`config.mk`:
```
export PLATFORM = sky130hd
export DESIGN_NAME = elevator_scan_ctrl
export DESIGN_NICKNAME = d
export VERILOG_FILES = /design/src/rtl/elevator_pkg.sv /design/src/rtl/elevator_req_scan.sv /design/src/rtl/elevator_scan_ctrl.sv
export SDC_FILE = /design/constraint.sdc
export NUM_CORES = 1
export LEC_CHECK = 0
export BUFFER_PORTS_ARGS = -buffer_cell sky130_fd_sc_hd__buf_2
export CELL_PAD_IN_SITES_DETAIL_PLACEMENT = 1
export CELL_PAD_IN_SITES_GLOBAL_PLACEMENT = 2
export CORE_MARGIN = 2
export CORE_UTILIZATION = 34
export CTS_CLUSTER_SIZE = 14
export DETAILED_ROUTE_END_ITERATION = 10
export GPL_ROUTABILITY_DRIVEN = 0
export PLACE_DENSITY = 0.83
export SKIP_CTS_REPAIR_TIMING = 1
export SLEW_MARGIN = 10
export SYNTH_ARGS = -nofsm -noshare
export SYNTH_HDL_FRONTEND = slang
export SYNTH_SLANG_ARGS = --single-unit
```
`constraint.sdc`:
```
create_clock -name clk -period 4.8 [get_ports clk]
set_clock_uncertainty 0.05 [all_clocks]
set_input_delay 0.24 -clock clk [delete_from_list [all_inputs] [get_ports clk]]
set_output_delay 0.24 -clock clk [all_outputs]
set_load 0.03 [all_outputs]
```
`src/rtl/elevator_pkg.sv`:
```
// rtl/elevator_pkg.sv - shared types and helpers for the SCAN elevator controller
// Purpose: controller state encoding, travel-direction constants and the
//          sizing function for the tick counters.
// Ports:   none (package)
package elevator_pkg;

   typedef enum logic [2:0] {
      ST_IDLE = 3'd0,
      ST_MOVE = 3'd1,
      ST_DOOR = 3'd2,
      ST_HOLD = 3'd3,
      ST_SOS  = 3'd4
   } state_t;

   localparam logic DIR_UP = 1'b1;
   localparam logic DIR_DN = 1'b0;

   // A tick counter runs 0..ticks-1 and fires on the last value, so it
   // only needs to hold ticks-1; keep at least one bit for ticks==1.
   function automatic int tick_cnt_w(input int ticks);
      return (ticks > 1) ? $clog2(ticks) : 1;
   endfunction

endpackage

```
`src/rtl/elevator_req_scan.sv`:
```
// rtl/elevator_req_scan.sv - pending-call register with ahead-above/ahead-below detect
// Purpose: latches call pulses into the pending set and reports whether any
//          call (latched or arriving this cycle) lies above or below a floor.
// Ports:
//   clk, button_reset_n  clock, synchronous active-low reset
//   call_req             incoming call pulses, one bit per floor
//   latch_en             0 drops incoming calls (emergency lockout)
//   flush                clears every pending call
//   drop_mask            bits removed from the pending set this cycle
//   eval_floor           floor the above/below detect is measured from
//   pending              latched, not-yet-served calls
//   req_all              pending plus accepted calls of this cycle
//   ahead_up, ahead_dn   some request strictly above / below eval_floor
module elevator_req_scan
   import elevator_pkg::*;
#(
   parameter int NUM_FLOORS = 8,
   parameter int FLOOR_W    = $clog2(NUM_FLOORS)
) (
   input  logic                  clk,
   input  logic                  button_reset_n,
   input  logic [NUM_FLOORS-1:0] call_req,
   input  logic                  latch_en,
   input  logic                  flush,
   input  logic [NUM_FLOORS-1:0] drop_mask,
   input  logic [FLOOR_W-1:0]    eval_floor,
   output logic [NUM_FLOORS-1:0] pending,
   output logic [NUM_FLOORS-1:0] req_all,
   output logic                  ahead_up,
   output logic                  ahead_dn
);

   logic [NUM_FLOORS-1:0] above_mask;
   logic [NUM_FLOORS-1:0] below_mask;

   always_comb begin
      req_all = pending | (latch_en ? call_req : '0);
   end

   always_comb begin
      above_mask = '0;
      below_mask = '0;
      for (int i = 0; i < NUM_FLOORS; i++) begin
         above_mask[i] = (FLOOR_W'(i) > eval_floor);
         below_mask[i] = (FLOOR_W'(i) < eval_floor);
      end
      ahead_up = |(req_all & above_mask);
      ahead_dn = |(req_all & below_mask);
   end

   always_ff @(posedge clk) begin
      if (!button_reset_n) begin
         pending <= '0;
      end else if (flush) begin
         pending <= '0;
      end else begin
         pending <= req_all & ~drop_mask;
      end
   end

endmodule

```
`src/rtl/elevator_scan_ctrl.sv`:
```
// rtl/elevator_scan_ctrl.sv - single-car SCAN elevator controller
// Purpose: serves latched calls in SCAN order with timed floor-to-floor
//          travel, door dwell, overweight hold and emergency lockout, all on
//          one clock qualified by a shared tick enable.
// Ports:
//   clk, button_reset_n    clock, synchronous active-low reset
//   tick                   one-cycle timing enable
//   call_req               call pulses, bit i = floor i
//   weight_limit_exceeded  car overloaded (level)
//   sos_mode               emergency lockout (level)
//   floor                  current floor
//   moving                 travelling between floors
//   dir_up                 current/last travel direction
//   door_open              door open
//   pending                latched, unserved calls
//   alarm                  emergency lockout active
module elevator_scan_ctrl
   import elevator_pkg::*;
#(
   parameter int NUM_FLOORS = 8,
   parameter int FLOOR_W    = $clog2(NUM_FLOORS),
   parameter int MOVE_TICKS = 4,
   parameter int DOOR_TICKS = 6
) (
   input  logic                  clk,
   input  logic                  button_reset_n,
   input  logic                  tick,
   input  logic [NUM_FLOORS-1:0] call_req,
   input  logic                  weight_limit_exceeded,
   input  logic                  sos_mode,
   output logic [FLOOR_W-1:0]    floor,
   output logic                  moving,
   output logic                  dir_up,
   output logic                  door_open,
   output logic [NUM_FLOORS-1:0] pending,
   output logic                  alarm
);

   localparam int MCNT_W = tick_cnt_w(MOVE_TICKS);
   localparam int DCNT_W = tick_cnt_w(DOOR_TICKS);
   localparam logic [FLOOR_W-1:0] TOP_FLOOR = FLOOR_W'(NUM_FLOORS - 1);
   localparam logic [MCNT_W-1:0]  MCNT_LAST = MCNT_W'(MOVE_TICKS - 1);
   localparam logic [DCNT_W-1:0]  DCNT_LAST = DCNT_W'(DOOR_TICKS - 1);

   state_t                state, state_nxt;
   logic [MCNT_W-1:0]     move_cnt, move_cnt_nxt;
   logic [DCNT_W-1:0]     door_cnt, door_cnt_nxt;
   logic [FLOOR_W-1:0]    floor_nxt;
   logic [FLOOR_W-1:0]    step_floor;
   logic [FLOOR_W-1:0]    eval_floor;
   logic                  dir_nxt;
   logic                  at_edge;
   logic                  arrive;
   logic                  flush;
   logic                  latch_en;
   logic [NUM_FLOORS-1:0] drop_mask;
   logic [NUM_FLOORS-1:0] cur_mask;
   logic [NUM_FLOORS-1:0] step_mask;
   logic [NUM_FLOORS-1:0] req_all;
   logic                  ahead_up;
   logic                  ahead_dn;
   logic                  ahead;

   // Travel geometry: the floor the car would reach next, and whether it is
   // already at the end of the shaft in its current direction.
   always_comb begin
      at_edge    = dir_up ? (floor == TOP_FLOOR) : (floor == '0);
      step_floor = dir_up ? floor + 1'b1 : floor - 1'b1;
      cur_mask   = NUM_FLOORS'(1) << floor;
      step_mask  = NUM_FLOORS'(1) << step_floor;
      arrive     = (state == ST_MOVE) && tick && (move_cnt == MCNT_LAST)
                   && !sos_mode && !at_edge;
      // On arrival the "anything ahead" question is asked of the new floor.
      eval_floor = arrive ? step_floor : floor;
      ahead      = dir_up ? ahead_up : ahead_dn;
   end

   elevator_req_scan #(
      .NUM_FLOORS (NUM_FLOORS),
      .FLOOR_W    (FLOOR_W)
   ) u_req_scan (
      .clk            (clk),
      .button_reset_n (button_reset_n),
      .call_req       (call_req),
      .latch_en       (latch_en),
      .flush          (flush),
      .drop_mask      (drop_mask),
      .eval_floor     (eval_floor),
      .pending        (pending),
      .req_all        (req_all),
      .ahead_up       (ahead_up),
      .ahead_dn       (ahead_dn)
   );

   always_comb begin
      state_nxt    = state;
      floor_nxt    = floor;
      dir_nxt      = dir_up;
      move_cnt_nxt = move_cnt;
      door_cnt_nxt = door_cnt;
      flush        = 1'b0;
      latch_en     = 1'b1;
      drop_mask    = '0;

      if (sos_mode) begin
         state_nxt    = ST_SOS;
         flush        = 1'b1;
         latch_en     = 1'b0;
         move_cnt_nxt = '0;
         door_cnt_nxt = '0;
      end else begin
         case (state)
            ST_IDLE: begin
               // A call for this floor opens the door instead of being latched.
               drop_mask = cur_mask;
               if (req_all[floor]) begin
                  state_nxt    = ST_DOOR;
                  door_cnt_nxt = '0;
               end else if (|req_all) begin
                  state_nxt    = ST_MOVE;
                  move_cnt_nxt = '0;
                  if (!ahead) begin
                     dir_nxt = ~dir_up;
                  end
               end
            end

            ST_MOVE: begin
               if (tick) begin
                  if (move_cnt == MCNT_LAST) begin
                     move_cnt_nxt = '0;
                     if (at_edge) begin
                        // Cannot go further this way; let IDLE pick again.
                        state_nxt = ST_IDLE;
                     end else begin
                        floor_nxt = step_floor;
                        drop_mask = step_mask;
                        if (req_all[step_floor]) begin
                           state_nxt    = ST_DOOR;
                           door_cnt_nxt = '0;
                        end else if (!ahead) begin
                           if (|(req_all & ~step_mask)) begin
                              dir_nxt = ~dir_up;
                           end else begin
                              state_nxt = ST_IDLE;
                           end
                        end
                     end
                  end else begin
                     move_cnt_nxt = move_cnt + 1'b1;
                  end
               end
            end

            ST_DOOR: begin
               drop_mask = cur_mask;
               if (call_req[floor]) begin
                  door_cnt_nxt = '0;
               end else if (tick) begin
                  if (door_cnt == DCNT_LAST) begin
                     door_cnt_nxt = '0;
                     state_nxt    = weight_limit_exceeded ? ST_HOLD : ST_IDLE;
                  end else begin
                     door_cnt_nxt = door_cnt + 1'b1;
                  end
               end
            end

            ST_HOLD: begin
               if (!weight_limit_exceeded) begin
                  state_nxt    = ST_DOOR;
                  door_cnt_nxt = '0;
               end
            end

            ST_SOS: begin
               latch_en  = 1'b0;
               state_nxt = ST_IDLE;
            end

            default: begin
               state_nxt = ST_IDLE;
            end
         endcase
      end
   end

   always_ff @(posedge clk) begin
      if (!button_reset_n) begin
         state     <= ST_IDLE;
         floor     <= '0;
         dir_up    <= DIR_UP;
         move_cnt  <= '0;
         door_cnt  <= '0;
         moving    <= 1'b0;
         door_open <= 1'b0;
         alarm     <= 1'b0;
      end else begin
         state     <= state_nxt;
         floor     <= floor_nxt;
         dir_up    <= dir_nxt;
         move_cnt  <= move_cnt_nxt;
         door_cnt  <= door_cnt_nxt;
         moving    <= (state_nxt == ST_MOVE);
         door_open <= (state_nxt == ST_DOOR) || (state_nxt == ST_HOLD);
         alarm     <= (state_nxt == ST_SOS);
      end
   end

endmodule

```
==> results.txt <==
mux cell area share after synthesis - 7.71%
CTS tree - done
row count - 26
H-tree depth - 1
worst-margin pin slew - 951 ps
prevailing post-synth register cell - dfxtp_1
multi-input logic area - 1330 sq um
ANT cells - 0
Leakage - 0.776 nW
RSZ-0062 raised after global routing - no
XOR/XNOR share of the synthesized area - 1.88%
CP max stage cell - fa_1
type of element capturing the critical path - flop
register area share after synthesis - 24.7%
die height - 78.1 um
vias in the first global route - 1948
port bufs - 27
max frequency - 285 MHz
Hold Crit Class - primary input to flop
pin count of the biggest net entering global routing - 27
first-pass GRT wire length - 10200 um
CP Launch Type - flop
final hold vios - 0
fin cells - 320
Worst EP arrival - 3690 ps
pins over their slew limit - 0
area of the die - 6100 sq um
CTS buffer count - 3
Clock transition at path regs - 100 ps
drt total wl - 6190 um
Synth Area in Compound Gates - 30.9%
EDFF count, synth - 0
total iterations of the first detailed-routing run - 4
Post-Synth Simple-Gate Area - 25.4%
Clock Path Buffers - 2
DP HPWL - 4560 um
Rel. slew slack - 36.1%
layout cell share with drive strength beyond 1 - 19.6%
total congestion overflow - 0
placed inst area - 2070 sq um
Final Net Count - 271
critical path buffer and inverter count - 1
crit-path max FO - 10
I/O Pins - 28
Finish-stage setup viols - 0
Adder-Cell Fraction of Synth Area - 5.09%
Synthesized Nets - 246
final instance area - 2110 sq um
power density cells - 214 nW/um^2
sequential cell area - 460 sq um
period utilisation layout - 73.2%
placed cells - 316
CP delay by family, top - XOR/XNOR gates
Setup TNS Final - 0 ps
total number of vias - 1966
drt drc - 0
worst path cell trace - clkinv_1 -> fa_1 -> xor2_1 -> xnor2_1 -> mux2_1 -> a22oi_1 -> nor3_1 -> o32a_1 -> or4_1 -> nand3_1
P&R area growth vs syn - 13.2%
Clk Latency, worst-skew pair - 270 ps
Overall Global Routing Usage - 21.0%
initial antenna violation count - 0
Antenna Nets Post-Route - 0
post-DR wirelength/cell - 19.3 um
VDD IR max - 0.0000871 V
status - finished, final reports clean
WS Path Type - flop to flop
Tmin final - 3510 ps
CP max stage delay - 560 ps
Synth async-reset ratio - 0%
Root Buffer - clkbuf_8
post-DR vias/cell - 6.14
largest family of logic cells by synthesized area - compound AO/OA/AOI/OAI gates
clock tree sinks - 23
Starting Density - 35.9%
Starting DRT DRC Count - 138
Max-Cap Viols - 0
Post-Syn Area - 1870 sq um
# fillers - 660
die width - 78.1 um
worst path required time - 4970 ps
Synth warnings - 0
cells after synthesis - 226
Post-Syn Area per Cell - 8.26 sq um
core area - 5200 sq um
#FFs+latches synth - 23
post-synth cell types - 61
Tot Pwr - 0.452 mW
worst paths after layout:
kind | from | slack, ps | to | depth (start not counted)
min reg2reg | door_cnt[0]$_SDFFE_PP0P_ | 440 | door_cnt[0]$_SDFFE_PP0P_ | 2
max reg2reg | floor[0]$_SDFFE_PN0P_ | 1290 | dir_up$_SDFFE_PN1P_ | 10
max | floor[0]$_SDFFE_PN0P_ | 1290 | dir_up$_SDFFE_PN1P_ | 10
min | button_reset_n | 160 | dir_up$_SDFFE_PN1P_ | 2
power breakdown:
part / internal, mW / switching, mW / total [mW] / leakage, nW
clock: 0.0594 / 0.0689 / 0.128 / 0.0228
combinational: 0.0460 / 0.0732 / 0.119 / 0.567
sequential: 0.196 / 0.00794 / 0.204 / 0.187
placed cells by master (no fill, tap or decap), types with 6 or more instances in the layout:
cell type	n
a2111oi_0	9
a211oi_1	7
a21oi_1	10
and2_1	6
buf_2	27
dfxtp_1	23
ha_1	6
nand2_1	18
nand3_1	7
nor2_1	20
nor3_1	10
o21ai_0	6
o31ai_1	7
cell families after synthesis:
kind of cell | after synthesis
mux | 10
compound gates | 75
xor+xnor | 4
simple gates | 88
buf+inv | 19
flops | 23
fa+ha+maj | 7
cell type report:
| type | instances | share of cell area (%) |
|---|---|---|
| flip-flops and latches | 23 | 21.8 |
| well taps | 70 | 4.14 |
| repair buffers | 31 | 7.82 |
| inverters | 8 | 1.42 |
| clock buffers | 4 | 2.13 |
| multi-input cells | 184 | 62.7 |
per-layer routing:
layer | share of wire [%] | GRT usage, %
met1 | 47 | 29.4
met2 | 45 | 33.1
met3 | 6.0 | 2.76
met4 | 1.8 | 7.37
met5 | 0 | 0
Yosys cell counts, types with 2 or more instances:
library cell,n,area [sq um]
clkbuf_1,6,22.5
a31oi_1,3,18.8
a21boi_0,3,22.5
nor2_1,20,75.1
a2111oi_0,9,78.8
or4_1,2,15.0
xnor2_1,3,26.3
buf_2,2,10.0
inv_1,5,18.8
a21o_1,2,15.0
o311ai_1,2,17.5
nand2_1,18,67.6
a21oi_1,10,50.1
or3b_1,2,17.5
o21ai_0,6,30.0
and2_1,6,37.5
nand2b_1,3,18.8
nor3_1,10,50.1
nand3b_1,2,15.0
clkinv_1,2,7.51
a311oi_1,3,26.3
mux2_1,5,56.3
a31oi_2,3,37.5
dfxtp_1,23,460
o22ai_1,2,12.5
mux2i_1,2,20.0
a211o_1,2,17.5
a32oi_1,3,26.3
nor2b_1,4,25.0
a211oi_1,7,52.6
or2_2,4,25.0
o31ai_1,7,52.6
mux4_2,3,67.6
buf_1,2,7.51
o21a_1,3,22.5
nand3_1,7,35.0
ha_1,6,75.1
flip-flops by register name, summed over array words and instances, names as in the netlist:
signal / flops
move_cnt: 2
u_req_scan.pending: 8
floor: 3
alarm: 1
dir_up: 1
state: 3
door_cnt: 3
moving: 1
door_open: 1
stage by stage:
| stage | util, % | hold WS [ps] | worst slack, ps |
|---|---|---|---|
| 2_1_floorplan | - | 262 | 1090 |
| 3_3_place_gp | 39.7 | 422 | 1330 |
| 3_5_place_dp | 39.7 | 426 | 1310 |
| 4_1_cts | 40.6 | 165 | 1290 |
| 5_1_grt | 40.6 | 181 | 1020 |
| 6_report | 40.6 | 160 | 1290 |
Note: power is estimated with default switching activity, not from simulation.
